### src/rtl/pulse_period_meter_pkg.sv
// rtl/pulse_period_meter_pkg.sv - shared width helper for the pulse period meter
package pulse_period_meter_pkg;

    function automatic int clog2_f(input int v);
        int r;
        r = 0;
        for (int i = 0; i < 31; i++) begin
            if ((1 << i) < v) begin
                r = i + 1;
            end
        end
        return r;
    endfunction

endpackage

### src/rtl/edge_sync.sv
// rtl/edge_sync.sv - async input synchronizer with registered rising-edge detect
module edge_sync #(
    parameter int SYNC_STAGES = 2
) (
    input  logic clk,
    input  logic reset,
    input  logic async_in,
    output logic rise
);

    logic [SYNC_STAGES-1:0] sync_q, sync_d;
    logic [SYNC_STAGES-1:0] fill_q, fill_d;
    logic                   low_q, low_d;
    logic                   rise_q, rise_d;

    // fill_q marks when the last sync stage holds a real sample rather than the
    // reset value, so an input already high at reset release never looks like a rise.
    always_comb begin
        sync_d = {sync_q[SYNC_STAGES-2:0], async_in};
        fill_d = {fill_q[SYNC_STAGES-2:0], 1'b1};
        low_d  = fill_q[SYNC_STAGES-1] & ~sync_q[SYNC_STAGES-1];
        rise_d = sync_q[SYNC_STAGES-1] & low_q;
    end

    always_ff @(posedge clk) begin
        if (reset) begin
            sync_q <= '0;
            fill_q <= '0;
            low_q  <= 1'b0;
            rise_q <= 1'b0;
        end else begin
            sync_q <= sync_d;
            fill_q <= fill_d;
            low_q  <= low_d;
            rise_q <= rise_d;
        end
    end

    assign rise = rise_q;

endmodule

### src/rtl/pulse_period_meter.sv
// rtl/pulse_period_meter.sv - measures period of an async pulse stream, reports lock and loss
module pulse_period_meter
    import pulse_period_meter_pkg::*;
#(
    parameter int MAX_PERIOD  = 65535,
    parameter int SYNC_STAGES = 2,
    parameter int LOCK_TOL    = 0,
    localparam int W          = clog2_f(MAX_PERIOD + 1)
) (
    input  logic         clk,
    input  logic         reset,
    input  logic         pulse_in,
    output logic [W-1:0] period,
    output logic         period_valid,
    output logic         locked,
    output logic         timeout,
    output logic         stale
);

    localparam logic ST_IDLE  = 1'b0;
    localparam logic ST_ARMED = 1'b1;

    localparam logic [W-1:0] CNT_LAST = W'(MAX_PERIOD - 1);
    localparam logic [W:0]   TOL      = (W + 1)'(LOCK_TOL);

    logic rise;

    edge_sync #(
        .SYNC_STAGES(SYNC_STAGES)
    ) u_edge_sync (
        .clk     (clk),
        .reset   (reset),
        .async_in(pulse_in),
        .rise    (rise)
    );

    logic         state_q, state_d;
    logic [W-1:0] cnt_q, cnt_d;
    logic [W-1:0] period_q, period_d;
    logic         period_valid_q, period_valid_d;
    logic         locked_q, locked_d;
    logic         timeout_q, timeout_d;
    logic         stale_q, stale_d;
    logic         have_prev_q, have_prev_d;

    logic [W:0] cnt_inc;
    logic [W:0] prev_ext;
    logic [W:0] abs_diff;

    // period_q doubles as the previous-period register for the lock compare.
    always_comb begin
        cnt_inc  = {1'b0, cnt_q} + {{W{1'b0}}, 1'b1};
        prev_ext = {1'b0, period_q};
        abs_diff = (cnt_inc >= prev_ext) ? (cnt_inc - prev_ext) : (prev_ext - cnt_inc);
    end

    always_comb begin
        state_d        = state_q;
        cnt_d          = cnt_q;
        period_d       = period_q;
        period_valid_d = 1'b0;
        locked_d       = locked_q;
        timeout_d      = 1'b0;
        stale_d        = stale_q;
        have_prev_d    = have_prev_q;
        case (state_q)
            ST_IDLE: begin
                cnt_d = '0;
                if (rise) begin
                    state_d = ST_ARMED;
                end
            end
            ST_ARMED: begin
                if (rise) begin
                    period_d       = cnt_inc[W-1:0];
                    period_valid_d = 1'b1;
                    cnt_d          = '0;
                    stale_d        = 1'b0;
                    have_prev_d    = 1'b1;
                    locked_d       = have_prev_q && (abs_diff <= TOL);
                end else if (cnt_q == CNT_LAST) begin
                    timeout_d   = 1'b1;
                    stale_d     = 1'b1;
                    locked_d    = 1'b0;
                    have_prev_d = 1'b0;
                    cnt_d       = '0;
                    state_d     = ST_IDLE;
                end else begin
                    cnt_d = cnt_inc[W-1:0];
                end
            end
            default: begin
                state_d = ST_IDLE;
                cnt_d   = '0;
            end
        endcase
    end

    always_ff @(posedge clk) begin
        if (reset) begin
            state_q        <= ST_IDLE;
            cnt_q          <= '0;
            period_q       <= '0;
            period_valid_q <= 1'b0;
            locked_q       <= 1'b0;
            timeout_q      <= 1'b0;
            stale_q        <= 1'b0;
            have_prev_q    <= 1'b0;
        end else begin
            state_q        <= state_d;
            cnt_q          <= cnt_d;
            period_q       <= period_d;
            period_valid_q <= period_valid_d;
            locked_q       <= locked_d;
            timeout_q      <= timeout_d;
            stale_q        <= stale_d;
            have_prev_q    <= have_prev_d;
        end
    end

    assign period       = period_q;
    assign period_valid = period_valid_q;
    assign locked       = locked_q;
    assign timeout      = timeout_q;
    assign stale        = stale_q;

endmodule
### config.mk
export PLATFORM = sky130hd
export DESIGN_NAME = pulse_period_meter
export DESIGN_NICKNAME = d
export VERILOG_FILES = /design/src/rtl/pulse_period_meter_pkg.sv /design/src/rtl/edge_sync.sv /design/src/rtl/pulse_period_meter.sv
export SDC_FILE = /design/constraint.sdc
export NUM_CORES = 1
export LEC_CHECK = 0
export BUFFER_PORTS_ARGS = -buffer_cell sky130_fd_sc_hd__buf_2
export CORE_MARGIN = 2
export CORE_UTILIZATION = 30
export DETAILED_ROUTE_END_ITERATION = 8
export PLACE_DENSITY_LB_ADDON = 0.2
export SLEW_MARGIN = 20
export SYNTH_ARGS = -nofsm -noshare
export SYNTH_HDL_FRONTEND = slang
export SYNTH_SLANG_ARGS = --single-unit
export TNS_END_PERCENT = 1
### constraint.sdc
create_clock -name clk -period 5.65 [get_ports clk]
set_input_delay 1.13 -clock clk [delete_from_list [all_inputs] [get_ports clk]]
set_output_delay 1.13 -clock clk [all_outputs]
set_load 0.02 [all_outputs]
==> results of run 1 <==
## cells by family after synthesis
kind of cell             Yosys count  share of synthesized area (%)
AND/OR/NAND/NOR                  171                          26.16
flip-flops                        44                          26.46
AO/OA/AOI/OAI                    100                          21.12
buffers and inverters             62                          7.065
adder cells (fa/ha/maj)           34                          12.78
XOR/XNOR                          21                          5.524
multiplexers                       3                         0.9020
## worst paths after layout
kind | from | end | slack, ps | depth (start not counted)
setup / recovery | cnt_q[0]$_SDFF_PP0_ | locked$_SDFFE_PP0P_ | 1610 | 15
hold / removal | u_edge_sync.sync_q[1]$_SDFF_PP0_ | u_edge_sync.low_q$_SDFF_PP0_ | 410 | 1
setup reg to reg | cnt_q[0]$_SDFF_PP0_ | locked$_SDFFE_PP0P_ | 1610 | 15
hold reg to reg | u_edge_sync.sync_q[1]$_SDFF_PP0_ | u_edge_sync.low_q$_SDFF_PP0_ | 410 | 1
## registers in the layout, summed over array words and instances, names as in the netlist
| signal | flops |
|---|---|
| locked | 1 |
| have_prev_q | 1 |
| state_q | 1 |
| timeout | 1 |
| u_edge_sync.low_q | 1 |
| u_edge_sync.rise | 1 |
| cnt_q | 16 |
| u_edge_sync.sync_q | 2 |
| u_edge_sync.fill_q | 2 |
| period_valid | 1 |
| period | 16 |
| stale | 1 |
## cell type report
cell class,count,share of cell area [%]
clock buffer,5,1.902
sequential,44,24.34
multi-input combinational,329,61.17
tap,140,4.841
clock inverter,2,0.3458
inverter,40,4.149
timing repair buffer,23,3.250
## cell usage after synthesis (all sizes together), types with 3 or more instances
cell | n | area [um^2]
xor2 | 10 | 87.58
and3 | 8 | 50.05
or2 | 4 | 25.02
nand2 | 19 | 71.32
nor2 | 64 | 240.2
a211o | 3 | 26.28
nor2b | 6 | 45.04
xnor2 | 11 | 96.34
a221oi | 3 | 26.28
nand2b | 8 | 50.05
nor4 | 4 | 25.02
nor3b | 3 | 22.52
dfxtp | 44 | 880.8
nor4b | 3 | 26.28
clkbuf | 20 | 75.07
mux2i | 3 | 30.03
o211ai | 3 | 22.52
a21oi | 18 | 93.84
nand4 | 8 | 50.05
nand3 | 16 | 80.08
nand4b | 3 | 26.28
a21o | 5 | 37.54
a211oi | 22 | 165.2
a21boi | 3 | 22.52
o21ai | 19 | 95.09
or3 | 4 | 30.03
inv | 40 | 150.1
o21a | 3 | 22.52
ha | 34 | 425.4
and2 | 7 | 43.79
nor3 | 10 | 50.05
## report_power, final
part | total, mW | internal, mW | switching [mW]
logic | 0.00842 | 0.00263 | 0.00579
clock network | 0.191 | 0.0838 | 0.107
registers | 0.312 | 0.312 | 0.000562
total | 0.511 | 0.398 | 0.113
## layer usage
layer  global-route usage [%]  vias to the layer above
met3                    2.430                       10
met4                    3.888                        0
met5                        0                        -
li1                         -                     1536
met2                    25.13                       48
met1                    19.10                     1369
## metrics by stage
step / hold slack [ps] / setup WS, ps / instance area [um^2]
5_1_grt: 447.7 / 1174 / 3618
3_5_place_dp: 403.7 / 1622 / 3537
3_3_place_gp: 396.5 / 1771 / 3537
4_1_cts: 414.8 / 1589 / 3618
6_report: 412.1 / 1612 / 3618
2_1_floorplan: 388.5 / 2272 / 3329
## critical path, cell delays in order (launching register included)
cell,delay (ps)
dfxtp_1,430
ha_1,260
nand4_1,190
nor2_1,280
nand3_1,130
xor2_1,320
inv_1,80
ha_1,540
nand4_1,230
nor2_1,260
nand2_1,70
o21ai_1,290
mux2i_1,140
a2111oi_2,350
a22oi_1,130
o31ai_2,250
==> flow_metrics.py, run 1 <==
metrics = {
    "placed_design": {
        "place.detailed.hpwl_um": 6549,
        "dp_cells": 576,
        "number_of_buffers_added_on_ports": 22,
        "place_congestion": 0.8881,
    },
    "yosys": {
        "synthDistinctLibCells": 61,
        "synth-edff-count": 0,
        "postSynth.asyncResetShare_pct": 0,
        "yosys_warnings": 0,
        "postSynthRegisterBits": 44,
        "synth_area_um2": 3329,
        "syn-instance-count": 435,
        "proportion_of_synthesized_chip_area_in_sequential_cells_pct": 26.46,
        "yosys_most_used_dff": "dfxtp_1",
        "post_syn_nets": 472,
        "syn-mean-instance-area_um2": 7.654,
    },
    "drt": {
        "via_count": 2963,
        "wirelength_met1_um": 4026,
        "drt.antenna.violating_nets": 0,
        "dr.max_layer_used": "met4",
        "dr.first_iter.drc_count": 93,
        "wl_met3_um": 211,
        "post_drt_via_cell_ratio": 5.082,
        "wl_per_cell_um": 14.35,
        "met2WireLength_um": 4022,
        "drt_first_pass_iters": 4,
        "postRouteWirelength_um": 8365,
        "drcViolationCount": 0,
    },
    "cells_and_area": {
        "multi_input_comb_area_um2": 2213,
        "fillers": 1195,
        "utilization_pct": 33.38,
        "final_layout_size_suffix_gt1_share_pct": 8.578,
        "layout.cells.non_filler": 583,
        "insertedDiodeCount": 0,
        "layout.nets": 480,
        "mostFrequentLayoutCells": "64 x nor2_1, 44 x dfxtp_1, 39 x inv_1",
        "area_growth_pct": 8.681,
        "seq_area_um2": 880.8,
        "layout.cells.most_common": "nor2_1",
    },
    "sta": {
        "fin_skew_ps": 12.46,
        "clock.fmax_mhz": 247.6,
        "fin_max_slew_vios": 0,
        "tightest_slew_ps": 684.3,
        "timing.final.setup_violations": 0,
        "fin_crit_sh_pct": 71.48,
        "grt_setup_unrepaired": "no",
        "total_negative_setup_slack_ps": 0,
        "timing.final.hold_violations": 0,
        "max-slew-margin-rel_pct": 54.14,
        "min_period_ps": 4039,
    },
    "cts": {
        "cts_repair_resize_count": 0,
        "holdBufCountCts": 0,
        "tritoncts_clock_tree": "built",
        "clock_insertion_delay_worst_skew_ps": 300,
        "ctsLongestPathBuffers": 2,
        "cts_setup_buffers": 0,
        "numClockSinks": 44,
        "clock_tree.htree_level_count": 2,
        "cts_inserted_buffers": 5,
        "clock_slew_seen_by_the_registers_of_the_worst_setup_and_hold_paths_ps": 90,
        "cts.root.buffer_cell": "clkbuf_8",
    },
    "global_routing": {
        "number_of_antenna_violations_at_the_first_check_in_global_routing": 0,
        "grt_pass1_wl_um": 13770,
        "grt_usage_pct": 14.68,
        "grt_pass1_vias": 2773,
        "grt_overflow": 0,
        "grt_start_max_net_pins": 36,
    },
    "worst_setup_path": {
        "startpoint_type_of_the_worst_setup_path": "register",
        "worstPathMaxFanout": 13,
        "setup.worst_path.class": "reg2reg",
        "crit_arrival_ps": 4260,
        "timing.critical_path.to_type": "register",
        "worst_ep_required_time_ps": 5870,
    },
    "floorplanning": {
        "chipWidth_um": 109.3,
        "die_area_um2": 11960,
        "fp.coreArea_um2": 10840,
        "initial_utilization_pct": 30.71,
        "ioPinCount": 23,
        "placement_rows": 38,
        "die_h_um": 109.3,
    },
    "worst_hold_path": {
        "min-delay-path-class": "reg2reg",
    },
    "pwr": {
        "p_per_area_nw_per_um2": 141.3,
        "leakage_nw": 1.606,
        "report.power.total_mw": 0.5111,
        "worst_ir_drop_vdd_v": 0.0001442,
    },
    "status": {
        "run_status": "finished, final reports clean",
    },
    "job": {
        "max-cap-violations": 0,
    },
}
(Power assumes the default switching activity.)
==> run 2: changes to the inputs <==
--- a/config.mk
+++ b/config.mk
@@ -5,6 +5,7 @@
 export SDC_FILE = /design/constraint.sdc
 export NUM_CORES = 1
 export LEC_CHECK = 0
+export ABC_AREA = 1
 export BUFFER_PORTS_ARGS = -buffer_cell sky130_fd_sc_hd__buf_2
 export CORE_MARGIN = 2
 export CORE_UTILIZATION = 30
==> constraint.sdc (replaced) <==
create_clock -name clk -period 3.7 [get_ports clk]
set_input_delay 0.74 -clock clk [delete_from_list [all_inputs] [get_ports clk]]
set_output_delay 0.74 -clock clk [all_outputs]
set_load 0.02 [all_outputs]
==> flow_metrics.py, run 2 <==
metrics = {
    "drt": {
        "drt.antenna.violating_nets": 0,
        "post_drt_via_cell_ratio": 4.566,
        "dr.first_iter.drc_count": 168,
        "drcViolationCount": 0,
        "wl_per_cell_um": 12.75,
        "drt_first_pass_iters": 5,
        "postRouteWirelength_um": 10660,
        "via_count": 3817,
    },
    "yosys": {
        "postSynthRegisterBits": 44,
        "netlist.area_leader.share_pct": 22.75,
        "syn-mean-instance-area_um2": 6.002,
        "yosys-top-cells-count": "187 x nand2_1, 124 x inv_1, 64 x nor2_1",
        "syn-instance-count": 645,
        "post_syn_nets": 682,
        "synth_area_um2": 3871,
        "proportion_of_synthesized_chip_area_in_sequential_cells_pct": 22.75,
        "synth-edff-count": 0,
        "synth.largest_area_cell": "dfxtp_1",
        "yosys_warnings": 0,
        "synth.most_common_cell": "nand2_1",
        "synthDistinctLibCells": 33,
        "postSynth.asyncResetShare_pct": 0,
        "yosys_most_used_dff": "dfxtp_1",
        "synth_top_cells_by_area": "dfxtp_1 23%, nand2_1 18%, inv_1 12%",
    },
    "placed_design": {
        "place.detailed.hpwl_um": 8899,
        "place_congestion": 0.9434,
        "dpl_worst_slack_ps": 160.2,
        "number_of_buffers_added_on_ports": 22,
        "dp_cells": 828,
    },
    "worst_setup_path": {
        "regToRegStartpoint": "cnt_q[0]$_SDFF_PP0_",
        "reg2regPathDepth": 21,
        "timing.critical_path.to_type": "register",
        "timing.critical_path.from": "cnt_q[0]$_SDFF_PP0_",
        "crit_arrival_ps": 3570,
        "worst_ep_required_time_ps": 3920,
        "startpoint_type_of_the_worst_setup_path": "register",
        "setup.worst_path.class": "reg2reg",
        "worst_setup_path_endpoint": "locked$_SDFFE_PP0P_",
        "timing.rr.end": "locked$_SDFFE_PP0P_",
        "r2r_slack_ps": 350,
        "worstPathMaxFanout": 9,
    },
    "cts": {
        "ctsLongestPathBuffers": 2,
        "cts_inserted_buffers": 5,
        "tritoncts_clock_tree": "built",
        "clock_slew_seen_by_the_registers_of_the_worst_setup_and_hold_paths_ps": 60,
        "clock_tree.htree_level_count": 2,
        "clock_insertion_delay_worst_skew_ps": 290,
        "cts.root.buffer_cell": "clkbuf_16",
        "numClockSinks": 44,
    },
    "cells_and_area": {
        "mostFrequentLayoutCells": "187 x nand2_1, 124 x inv_1, 61 x nor2_1",
        "area_growth_pct": 11.54,
        "utilization_pct": 34.22,
        "final_layout_size_suffix_gt1_share_pct": 10.54,
        "layout.cells.non_filler": 836,
        "layout.cells.most_common": "nand2_1",
        "insertedDiodeCount": 0,
        "layout.nets": 700,
    },
    "pwr": {
        "p_per_area_nw_per_um2": 217.5,
        "worst_ir_drop_vdd_v": 0.0002433,
        "report.power.total_mw": 0.9391,
        "leakage_nw": 2.416,
    },
    "global_routing": {
        "number_of_antenna_violations_at_the_first_check_in_global_routing": 0,
        "grt_overflow": 0,
        "grt_pass1_wl_um": 17110,
        "grt_usage_pct": 15.23,
        "grt_pass1_vias": 3660,
        "grt_start_max_net_pins": 19,
    },
    "floorplanning": {
        "fp.coreArea_um2": 12620,
        "placement_rows": 41,
        "initial_utilization_pct": 30.68,
        "die_h_um": 117.6,
        "chipWidth_um": 117.6,
        "die_area_um2": 13830,
        "ioPinCount": 23,
    },
    "sta": {
        "grt_setup_unrepaired": "no",
        "post_layout_worst_setup_margin_ps": 348.7,
        "min_period_ps": 3351,
        "clock.fmax_mhz": 298.4,
        "max-slew-margin-rel_pct": 56.89,
        "tightest_slew_ps": 644.8,
        "timing.final.hold_violations": 0,
        "total_negative_setup_slack_ps": 0,
        "fin_skew_ps": 8.801,
        "timing.final.setup_violations": 0,
        "fin_crit_sh_pct": 90.58,
        "fin_max_slew_vios": 0,
    },
    "job": {
        "max-cap-violations": 0,
    },
    "worst_hold_path": {
        "min-delay-path-class": "reg2reg",
    },
    "status": {
        "run_status": "finished, final reports clean",
    },
}
run 2: kinds of logic (layout without fill, tap and decap cells):
group	after synthesis	after routing	share of synthesized area, %
simple gates	339	339	38.43
flops	44	44	22.75
fa+ha+maj	34	34	10.99
buf+inv	141	160	14.25
xor+xnor	15	15	3.588
compound gates	72	72	9.987
run 2: worst min path at each step:
stage                     cells past startpoint                          endpoint                              from
after detailed placement                      2  u_edge_sync.fill_q[1]$_SDFF_PP0_     u_edge_sync.fill_q[0]$_DFF_P_
after floorplan                               2  u_edge_sync.fill_q[1]$_SDFF_PP0_     u_edge_sync.fill_q[0]$_DFF_P_
after global placement                        1      u_edge_sync.low_q$_SDFF_PP0_  u_edge_sync.sync_q[1]$_SDFF_PP0_
after global routing                          2  u_edge_sync.fill_q[1]$_SDFF_PP0_     u_edge_sync.fill_q[0]$_DFF_P_
final                                         2  u_edge_sync.fill_q[1]$_SDFF_PP0_     u_edge_sync.fill_q[0]$_DFF_P_
after CTS                                     2  u_edge_sync.fill_q[1]$_SDFF_PP0_     u_edge_sync.fill_q[0]$_DFF_P_
run 2: cell type report:
class | count | area (um^2)
inverter | 128 | 481.7
timing repair buffer | 24 | 125.1
tap | 172 | 215.2
fill | 1446 | 8302
multi-input combinational | 460 | 2469
clock buffer | 8 | 146.4
sequential | 44 | 880.8
run 2: worst max-delay path, cell delays in order, from the launching register on:
cell and delay, ps:
dfxtp_1 390, nand3_1 180, nor3_2 200, nand2_1 110, nor2_2 180, nand3_1 140, nor2_2 150, xor2_2 230
inv_1 70, ha_2 420, nand2_1 170, o21ai_0 300, a21oi_1 90, nand2_1 70, nand2_1 40, nand2_1 80
nand3_1 80, nand2_1 60, nand2_1 40, nor2_1 90, nand2_1 90, a21oi_2 110
run 2: layer usage:
layer | track usage, % | up-vias | share of wire (%)
li1 | - | 2016 | -
met1 | 19.72 | 1723 | 48
met2 | 26.17 | 61 | 47
met3 | 1.938 | 17 | 3.6
met4 | 5.045 | 0 | 1.8
met5 | 0 | - | 0
run 2: metrics by stage:
| step | hold slack (ps) | cell area [um^2] |
|---|---|---|
| global route | 423.3 | 4318 |
| detailed placement | 394.5 | 4141 |
| floorplan | 388.3 | 3871 |
| finish | 402.9 | 4318 |
| global placement | 399.8 | 4141 |
| CTS | 404.2 | 4288 |
run 2: power breakdown:
| part | leakage [nW] | internal [mW] | total [mW] | switching (mW) |
|---|---|---|---|---|
| Combinational | 1.99 | 0.00448 | 0.0158 | 0.0113 |
| Clock | 0.0712 | 0.269 | 0.446 | 0.177 |
| Sequential | 0.355 | 0.476 | 0.477 | 0.000853 |
run 2: repair_timing:
action / CTS / global route
resized for setup: 0 / 7
hold buffers: 0 / 0
endpoints found under the setup margin: 0 / 1
buffers inserted: 0 / 0
